<file path="config.mk">
export PLATFORM = sky130hd
export DESIGN_NAME = mem_write_cmd_splitter
export DESIGN_NICKNAME = d
export VERILOG_FILES = /design/src/rtl/mem_write_cmd_splitter_pkg.sv /design/src/rtl/mem_write_cmd_splitter_fifo.sv /design/src/rtl/mem_write_cmd_splitter.sv
export SDC_FILE = /design/constraint.sdc
export NUM_CORES = 1
export LEC_CHECK = 0
export BUFFER_PORTS_ARGS = -buffer_cell sky130_fd_sc_hd__buf_2
export CORE_AREA = 2 2 546 548
export CTS_BUF_LIST = sky130_fd_sc_hd__clkbuf_4 sky130_fd_sc_hd__clkbuf_8 sky130_fd_sc_hd__clkbuf_16
export CTS_CLUSTER_SIZE = 20
export DETAILED_ROUTE_END_ITERATION = 16
export DIE_AREA = 0 0 548 550
export HOLD_SLACK_MARGIN = 0.03
export PLACE_DENSITY = 0.3
export SLEW_MARGIN = 30
export SYNTH_ARGS = -nofsm -noshare
export SYNTH_HDL_FRONTEND = slang
export SYNTH_HIERARCHICAL = 1
export SYNTH_SLANG_ARGS = --single-unit
</file>
<file path="constraint.sdc">
create_clock -name ap_clk -period 9.2 [get_ports ap_clk]
set_input_delay 0.46 -clock ap_clk [delete_from_list [all_inputs] [get_ports ap_clk]]
set_output_delay 0.46 -clock ap_clk [all_outputs]
set_load 0.005 [all_outputs]
</file>
<file path="src/rtl/mem_write_cmd_splitter_pkg.sv">
// Shared field layout and descriptor types for the
// write command splitter.
package mem_write_cmd_splitter_pkg;

  localparam int ADDR_LSB = 0;
  localparam int LEN_LSB  = 64;
  localparam int ADDR_W   = 64;
  localparam int LEN_W    = 32;
  localparam int CMD_W    = 96;
  localparam int DATA_W   = 512;
  localparam int KEEP_W   = DATA_W / 8;
  localparam int BEATS_W  = 27;

  typedef struct packed {
    logic [BEATS_W-1:0] beats;
  } desc_t;

  typedef enum logic {
    IDLE,
    SPLIT
  } state_t;

endpackage

</file>
<file path="src/rtl/mem_write_cmd_splitter_fifo.sv">
// Show-ahead descriptor FIFO linking the command
// splitter to the data beat counter.
module sync_desc_fifo
  import mem_write_cmd_splitter_pkg::*;
#(
  parameter int DEPTH = 8
) (
  input  logic  clk,
  input  logic  rst_n,
  input  logic  push,
  input  desc_t wdata,
  input  logic  pop,
  output desc_t head,
  output logic  full,
  output logic  empty
);

  localparam int AW = (DEPTH > 1) ? $clog2(DEPTH) : 1;

  desc_t         mem [DEPTH];
  logic [AW-1:0] wr_ptr;
  logic [AW-1:0] rd_ptr;
  logic [AW:0]   count;
  logic          do_pop;
  logic          do_push;

  assign empty   = (count == '0);
  assign full    = (count == (AW+1)'(DEPTH));
  assign do_pop  = pop & ~empty;
  assign do_push = push & (~full | do_pop);
  assign head    = mem[rd_ptr];

  // Pointer and occupancy tracking; pop frees a slot first.
  always_ff @(posedge clk) begin
    if (!rst_n) begin
      wr_ptr <= '0;
      rd_ptr <= '0;
      count  <= '0;
    end else begin
      if (do_push)
        wr_ptr <= (wr_ptr == AW'(DEPTH-1)) ? '0 : wr_ptr + 1'b1;
      if (do_pop)
        rd_ptr <= (rd_ptr == AW'(DEPTH-1)) ? '0 : rd_ptr + 1'b1;
      if (do_push && !do_pop)
        count <= count + 1'b1;
      else if (do_pop && !do_push)
        count <= count - 1'b1;
    end
  end

  // Storage array; contents are don't-care while empty.
  always_ff @(posedge clk) begin
    if (do_push)
      mem[wr_ptr] <= wdata;
  end

endmodule

</file>
<file path="src/rtl/mem_write_cmd_splitter.sv">
// Splits write commands at CHUNK_BYTES boundaries and
// regenerates TLAST on the payload for each chunk.
module mem_write_cmd_splitter
  import mem_write_cmd_splitter_pkg::*;
#(
  parameter int CHUNK_BYTES = 4096,
  parameter int FIFO_DEPTH  = 8
) (
  input  logic              ap_clk,
  input  logic              ap_rst_n,
  input  logic [CMD_W-1:0]  s_axis_wr_cmd_TDATA,
  input  logic              s_axis_wr_cmd_TVALID,
  output logic              s_axis_wr_cmd_TREADY,
  output logic [CMD_W-1:0]  m_axis_wr_cmd_TDATA,
  output logic              m_axis_wr_cmd_TVALID,
  input  logic              m_axis_wr_cmd_TREADY,
  input  logic [DATA_W-1:0] s_axis_wr_data_TDATA,
  input  logic [KEEP_W-1:0] s_axis_wr_data_TKEEP,
  input  logic              s_axis_wr_data_TVALID,
  output logic              s_axis_wr_data_TREADY,
  output logic [DATA_W-1:0] m_axis_wr_data_TDATA,
  output logic [KEEP_W-1:0] m_axis_wr_data_TKEEP,
  output logic              m_axis_wr_data_TLAST,
  output logic              m_axis_wr_data_TVALID,
  input  logic              m_axis_wr_data_TREADY,
  output logic [31:0]       drop_count
);

  localparam int OFF_W = $clog2(CHUNK_BYTES);

  state_t              state_q;
  state_t              state_d;
  logic                rdy_q;
  logic [ADDR_W-1:0]   addr_q;
  logic [LEN_W-1:0]    rem_q;
  logic [LEN_W-1:0]    s_len;
  logic [LEN_W:0]      space;
  logic [LEN_W-1:0]    clen;
  logic [LEN_W:0]      beat_sum;
  logic                cmd_acc;
  logic                cmd_fire;
  logic [BEATS_W-1:0]  bcnt;
  desc_t               push_desc;
  desc_t               head;
  logic                full;
  logic                empty;
  logic                d_fire;
  logic                d_last;

  assign s_len   = s_axis_wr_cmd_TDATA[LEN_LSB +: LEN_W];
  assign space   = (LEN_W+1)'(CHUNK_BYTES)
                 - (LEN_W+1)'(addr_q[OFF_W-1:0]);
  assign clen    = ({1'b0, rem_q} < space) ? rem_q
                                           : space[LEN_W-1:0];
  assign beat_sum = (LEN_W+1)'(addr_q[5:0])
                  + {1'b0, clen} + (LEN_W+1)'(63);
  assign push_desc.beats = beat_sum[LEN_W:6];

  assign s_axis_wr_cmd_TREADY = (state_q == IDLE) & rdy_q;
  assign m_axis_wr_cmd_TVALID = (state_q == SPLIT) & ~full;
  assign m_axis_wr_cmd_TDATA  = {clen, addr_q};
  assign cmd_acc  = s_axis_wr_cmd_TVALID & s_axis_wr_cmd_TREADY;
  assign cmd_fire = m_axis_wr_cmd_TVALID & m_axis_wr_cmd_TREADY;

  assign m_axis_wr_data_TVALID = s_axis_wr_data_TVALID & ~empty;
  assign s_axis_wr_data_TREADY = m_axis_wr_data_TREADY & ~empty;
  assign m_axis_wr_data_TDATA  = s_axis_wr_data_TDATA;
  assign m_axis_wr_data_TKEEP  = s_axis_wr_data_TKEEP;
  assign d_last = ~empty & (bcnt == head.beats - 1'b1);
  assign m_axis_wr_data_TLAST  = d_last;
  assign d_fire = s_axis_wr_data_TVALID & m_axis_wr_data_TREADY
                & ~empty;

  // Command FSM state register.
  always_ff @(posedge ap_clk) begin
    if (!ap_rst_n) state_q <= IDLE;
    else           state_q <= state_d;
  end

  // Next state: leave IDLE on a non-empty command,
  // return once the final chunk is handed off.
  always_comb begin
    state_d = state_q;
    case (state_q)
      IDLE:
        if (cmd_acc && s_len != '0) state_d = SPLIT;
      SPLIT:
        if (cmd_fire && rem_q == clen) state_d = IDLE;
      default: state_d = IDLE;
    endcase
  end

  // Address/remaining-length walk and drop counting.
  always_ff @(posedge ap_clk) begin
    if (!ap_rst_n) begin
      rdy_q      <= 1'b0;
      addr_q     <= '0;
      rem_q      <= '0;
      drop_count <= '0;
    end else begin
      rdy_q <= 1'b1;
      if (cmd_acc) begin
        addr_q <= s_axis_wr_cmd_TDATA[ADDR_LSB +: ADDR_W];
        rem_q  <= s_len;
        if (s_len == '0) drop_count <= drop_count + 1'b1;
      end else if (cmd_fire) begin
        addr_q <= addr_q + ADDR_W'(clen);
        rem_q  <= rem_q - clen;
      end
    end
  end

  // Beat counter within the chunk at the FIFO head.
  always_ff @(posedge ap_clk) begin
    if (!ap_rst_n)   bcnt <= '0;
    else if (d_fire) bcnt <= d_last ? '0 : bcnt + 1'b1;
  end

  sync_desc_fifo #(
    .DEPTH (FIFO_DEPTH)
  ) u_fifo (
    .clk   (ap_clk),
    .rst_n (ap_rst_n),
    .push  (cmd_fire),
    .wdata (push_desc),
    .pop   (d_fire & d_last),
    .head  (head),
    .full  (full),
    .empty (empty)
  );

endmodule

</file>
== Word-level counts from Yosys, hierarchy flattened ==
Memory sizes are Yosys's and may differ from the RTL's. A register that Yosys moved wholly into a read port is not among the register bits.
Cells that the tools add are included.

* Flip-flop bits (word level): 167
* Input bits: 678
* RAM bits: 216
* Output and inout port bits: 709
* Memories: 1
* Logic and storage cells: 74

* Bitwise logic cells: 16
* Add/sub/neg operators: 12
* Magnitude comparators: 1
* Reduce and logical (&&, ||, !) cells: 12
* Mux-type cells: 18
* Equality and inequality tests: 5

{| class="wikitable"
|+ Memories
! memory !! depth !! width !! read ports !! clocked after memory_dff !! write ports !! line !! source
|-
| u_fifo.mem || 8 || 27 || 1 || 1 || 1 || mem_write_cmd_splitter_fifo.sv:20 || <nowiki>desc_t mem [DEPTH];</nowiki>
|}

{| class="wikitable"
|+ Operators with widths
! operator !! number
|-
| $mux W64 || 2
|-
| $mux W32 || 3
|-
| $add A64 B32 Y64 || 1
|-
| $add A33 B6 Y33 const B || 1
|-
| $add A6 B32 Y33 || 1
|-
| $lt A32 B33 Y1 || 1
|-
| $add A32 B1 Y32 const B || 1
|-
| $eq A32 B32 Y1 || 1
|-
| $logic_not A32 Y1 || 1
|-
| $reduce_bool A32 Y1 || 1
|-
| $sub A32 B32 Y32 || 1
|-
| $add A27 B1 Y27 const B || 1
|-
| $eq A27 B27 Y1 || 1
|-
| $mux W27 || 1
|-
| $sub A27 B1 Y27 const B || 1
|-
| $sub A13 B12 Y14 const A || 1
|-
| $and A1 B1 Y1 || 12
|-
| $mux W3 || 4
|-
| $mux W4 || 2
|-
| $add A3 B1 Y3 const B || 2
|-
| $eq A3 B3 Y1 const B || 2
|-
| $mux W1 || 5
|-
| $add A4 B1 Y4 const B || 1
|-
| $eq A4 B4 Y1 const B || 1
|-
| 9 further kinds || 16
|}

== Logic depth before layout (Yosys ltp) ==
* Word-level depth: 11
* Depth in mapped cells: 27
* Mapped depth without buffers: 25

== Cells and area by module ==
Netlist, hierarchy kept.

{| class="wikitable"
|+ By module, submodules not included
! module !! instances !! area an instance (µm²) !! seq. area each (µm²) !! cells an instance
|-
| mem_write_cmd_splitter || 1 || 16,464.5 || 3,143.0 || 2,134
|-
| sync_desc_fifo || 1 || 8,842.2 || 6,746.5 || 388
|}

== Worst setup path before layout ==
OpenSTA, ideal clock, no wires.

* Kind: register to register
* Start point: register (tool-made name)
* End point: memory u_fifo/mem[0][0] (netlist name), enable pin
* Required time: 8.721 ns
* Library setup time: 0.479 ns
* Path slack: 1.603 ns
* Buffers on the path: 4
* Arrival: 7.118 ns
* Stages on the path, launching flop included: 18
* Clock period less this slack: 7.597 ns
* Path through: dfxtp_1 -> buf_4 -> buf_6 -> mux4_2 -> mux2_2 -> clkbuf_1 -> inv_1 -> ha_1 -> clkbuf_1 -> xor3_1 -> or4_1 -> a221oi_1 -> nand4_1 -> nor4b_1 -> nand3_1 -> nor4_1 -> o21ai_4 -> nor4_1

{| class="wikitable"
|+ RTL lines
! what !! line
|-
| to (decl) || mem_write_cmd_splitter_fifo.sv:20
|}

==> impl_metrics.tcl <==
set metrics [dict create \
    status "complete, no violations" \
    register_area_share_after_synthesis_pct 39.1 \
    hold_crit_start "s_axis_wr_cmd_TDATA[6]" \
    worst_max_slew_pin_slew_ps 919 \
    power.share.switching_pct 32.1 \
    crit_path_max_fanout 40 \
    clk_path_buf_depth 3 \
    place_hpwl_mm 129 \
    drt-initial-drc-count 1326 \
    number_of_instances_in_the_synthesized_netlist 2522 \
    grt_antenna_before_repair 33 \
    placeableCoreArea_sq_um 296000 \
    endpoint_class_of_the_critical_path "flip-flop" \
    postLayoutSetupSlackWorst_ps 2160 \
    drt_first_pass_iters 5 \
    post_drt_via_cell_ratio 2.98 \
    synth-edff-count 216 \
    tritoncts_num_sinks 386 \
    synth_warnings 6 \
    synth.largest_area_cell "sky130_fd_sc_hd__edfxtp_1" \
    syn_area_per_cell_sq_um 10.0 \
    synth-seq-cells 386 \
    route.detailed.drc 0 \
    wirelength_mm 166 \
    final_period_minus_worst_setup_slack_ps 7040 \
    max_freq_mhz 142 \
    report.final.hold_viol_count 0 \
    internal-power_uw 3500 \
    grt_pass1_vias 18200 \
    ys_async_sr_fraction_pct 0 \
    die_area_sq_um 301000 \
    detailedPlace.worstSlack_ps 2050 \
    skew_ps 54.5 \
    grt_usage_pct 10.5 \
    cts-buffers-inserted 49 \
    post_cts_resized 0 \
    cellPowerDensity_nw_per_um2 176 \
    post-place-cells 6204 \
    chip_width_microns 548 \
    rows 200 \
    global_route.overflow_total 0 \
    final_layout_size_suffix_gt1_share_pct 20.0 \
    wire_per_inst_microns 26.3 \
    insertion_delay_ps 660 \
    report.final.setup_viol 0 \
    start_kind "flip-flop" \
    cts.reportedPaths.clkPinSlew_ps 60 \
    criticalPathCategory "flip-flop to flip-flop" \
    power.switching_uw 1650 \
    finalInstanceArea_sq_um 29300 \
    drt.antenna.violating_nets 0 \
    combinational_power_share_pct 22.2 \
    initial_utilization_pct 8.56 \
    portBuffers 215 \
    finalNetCount 3090 \
    power.clock.fraction_pct 38.9 \
    max_slew_margin_pct 38.6 \
    netlist_area_sq_um 25300 \
    number_of_maximum_capacitance_violations 0 \
    place_area_sq_um 27400 \
    finalNonFillerCells 6318 \
    worstPathArrival_ps 7580 \
    cts.root.buffer_cell "sky130_fd_sc_hd__clkbuf_16" \
    synth_largest_type_area_fraction_pct 25.6 \
    final_period_util_pct 76.5 \
    synthToLayoutAreaGrowth_pct 15.6 \
    detailroute.via_count 18800 \
    finish.utilization_pct 9.90 \
    boundaryPins 1387 \
    die_height_microns 550 \
    grt_first_pass_wirelength_mm 207 \
    grt_start_max_net_pins 60 \
    timing.final.max_slew_violations 0 \
    share_seq_of_total_power_pct 38.8 \
    tritoncts "done" \
    power.static_leakage_uw 0.00955 \
    synth.area.top_cells "sky130_fd_sc_hd__edfxtp_1, sky130_fd_sc_hd__buf_4, sky130_fd_sc_hd__dfxtp_1" \
    critical_path_required_ps 9740 \
    vdd_ir_drop_max_mv 0.136 \
    routabilityCongestion 0.733 \
    ys_types 98 \
    min-delay-path-class "input pin to flip-flop" \
    htreeDepth 2 \
    final.setup.tns_ps 0 \
    postSynth.topFlopCell "sky130_fd_sc_hd__edfxtp_1" \
    grt_setup_unrepaired "false" \
]
-- final cells by class --
type                            count  area [sq um]
Clock inverter                     31           329
Timing Repair Buffer              260          1460
Fill cell                       34000        266000
Multi-Input combinational cell   1564         11000
Sequential cell                   386          9890
Clock buffer                       59          1320
Inverter                           70           268
Tap cell                         3939          4930
Antenna cell                        9          22.5
-- worst paths after layout --
check	endpoint	slack [ps]	depth (start not counted)
hold / removal	addr_q[6]	100	3
hold reg to reg	drop_count[28]	510	2
setup / recovery	u_fifo/count[3]	2160	19
setup reg to reg	u_fifo/count[3]	2160	19
-- routing by layer --
| layer | GRT usage (%) | wire, microns |
|---|---|---|
| met4 | 1.19 | 1920 |
| met2 | 11.4 | 54800 |
| met3 | 12.9 | 41600 |
| met5 | 7.93 | 3230 |
| met1 | 11.8 | 64500 |
-- flip-flops by register name, indices dropped and copies added (netlist names), named ones only --
signal and count:
u_fifo/mem 216, addr_q 64, drop_count 32, rem_q 32, bcnt 27, u_fifo/count 4
u_fifo/rd_ptr 3, u_fifo/wr_ptr 3, rdy_q 1, state_q 1
-- per-stage QoR --
step / hold WS [ps] / power [uW]
5_1_grt: 61.3 / 5470
3_3_place_gp: 484 / 3200
3_5_place_dp: 496 / 3200
2_1_floorplan: 451 / 2960
4_1_cts: 31.3 / 5290
6_report: 102 / 5150
-- cell usage in the layout (no fill, tap or decap), types with 28 or more instances in the layout --
master,count
sky130_fd_sc_hd__nor3_1,35
sky130_fd_sc_hd__o21ai_0,57
sky130_fd_sc_hd__mux4_2,54
sky130_fd_sc_hd__a21oi_1,102
sky130_fd_sc_hd__buf_4,28
sky130_fd_sc_hd__a22oi_1,55
sky130_fd_sc_hd__inv_1,65
sky130_fd_sc_hd__buf_2,215
sky130_fd_sc_hd__ha_1,78
sky130_fd_sc_hd__xor2_1,56
sky130_fd_sc_hd__edfxtp_1,216
sky130_fd_sc_hd__mux2_2,35
sky130_fd_sc_hd__nand4_1,43
sky130_fd_sc_hd__nor4_1,30
sky130_fd_sc_hd__nor2_1,134
sky130_fd_sc_hd__conb_1,189
sky130_fd_sc_hd__nand2_1,128
sky130_fd_sc_hd__xnor2_1,75
sky130_fd_sc_hd__nand3_1,82
sky130_fd_sc_hd__dfxtp_1,168
sky130_fd_sc_hd__clkbuf_16,49
sky130_fd_sc_hd__or3_1,29
-- cells by family (layout without fill, tap and decap cells) --
family          Yosys count  count (layout)  share of synthesized area [%]
other cells               1             198                         0.0148
fa+ha+maj                81              81                           4.09
compound gates          424             424                           11.5
simple gates            632             632                           13.0
flops                   386             386                           39.1
mux                     104             104                           7.13
buf+inv                 760             420                           20.4
xor+xnor                134             134                           4.75
-- Yosys cell counts, types with 35 or more instances --
| cell | count |
|---|---|
| sky130_fd_sc_hd__xor2_1 | 56 |
| sky130_fd_sc_hd__dfxtp_1 | 170 |
| sky130_fd_sc_hd__buf_4 | 598 |
| sky130_fd_sc_hd__nand4_1 | 43 |
| sky130_fd_sc_hd__mux2_2 | 35 |
| sky130_fd_sc_hd__nand3_1 | 82 |
| sky130_fd_sc_hd__inv_1 | 67 |
| sky130_fd_sc_hd__a22oi_1 | 55 |
| sky130_fd_sc_hd__mux4_2 | 54 |
| sky130_fd_sc_hd__nor3_1 | 39 |
| sky130_fd_sc_hd__o21ai_0 | 57 |
| sky130_fd_sc_hd__edfxtp_1 | 216 |
| sky130_fd_sc_hd__ha_1 | 78 |
| sky130_fd_sc_hd__xnor2_1 | 76 |
| sky130_fd_sc_hd__clkbuf_1 | 69 |
| sky130_fd_sc_hd__nor2_1 | 137 |
| sky130_fd_sc_hd__a21oi_1 | 102 |
| sky130_fd_sc_hd__nand2_1 | 129 |
-- power by group through the flow --
| stage | logic (uW) | registers (uW) | clock network, uW |
|---|---|---|---|
| 2_1_floorplan | 946 | 2010 | 0 |
| 3_3_place_gp | 1170 | 2040 | 0 |
| 3_5_place_dp | 1170 | 2040 | 0 |
| 4_1_cts | 1180 | 2000 | 2110 |
| 5_1_grt | 1300 | 2010 | 2160 |
| 6_report | 1150 | 2000 | 2000 |
-- timing repair --
item / in CTS / in global routing
endpoints found under the hold margin: 15 / 0
setup buffers: 0 / 0
hold buffers: 15 / 0
-- worst max-delay path, stage by stage (launching register included) --
cell                       delay (ps)
sky130_fd_sc_hd__dfxtp_4          890
sky130_fd_sc_hd__mux4_2           590
sky130_fd_sc_hd__mux2_2           380
sky130_fd_sc_hd__inv_1             90
sky130_fd_sc_hd__ha_1             410
sky130_fd_sc_hd__xor3_1           400
sky130_fd_sc_hd__or4_1            420
sky130_fd_sc_hd__a221oi_1         300
sky130_fd_sc_hd__nand4_1          150
sky130_fd_sc_hd__nor4b_1          500
sky130_fd_sc_hd__nand3_1          200
sky130_fd_sc_hd__nor4_2           790
sky130_fd_sc_hd__o41ai_4          280
sky130_fd_sc_hd__ha_1             270
sky130_fd_sc_hd__inv_1            140
sky130_fd_sc_hd__ha_1             290
sky130_fd_sc_hd__a21oi_1          240
sky130_fd_sc_hd__a211oi_1         110
sky130_fd_sc_hd__a31oi_1          200
sky130_fd_sc_hd__mux2i_1          200
(Power assumes the default switching activity.)
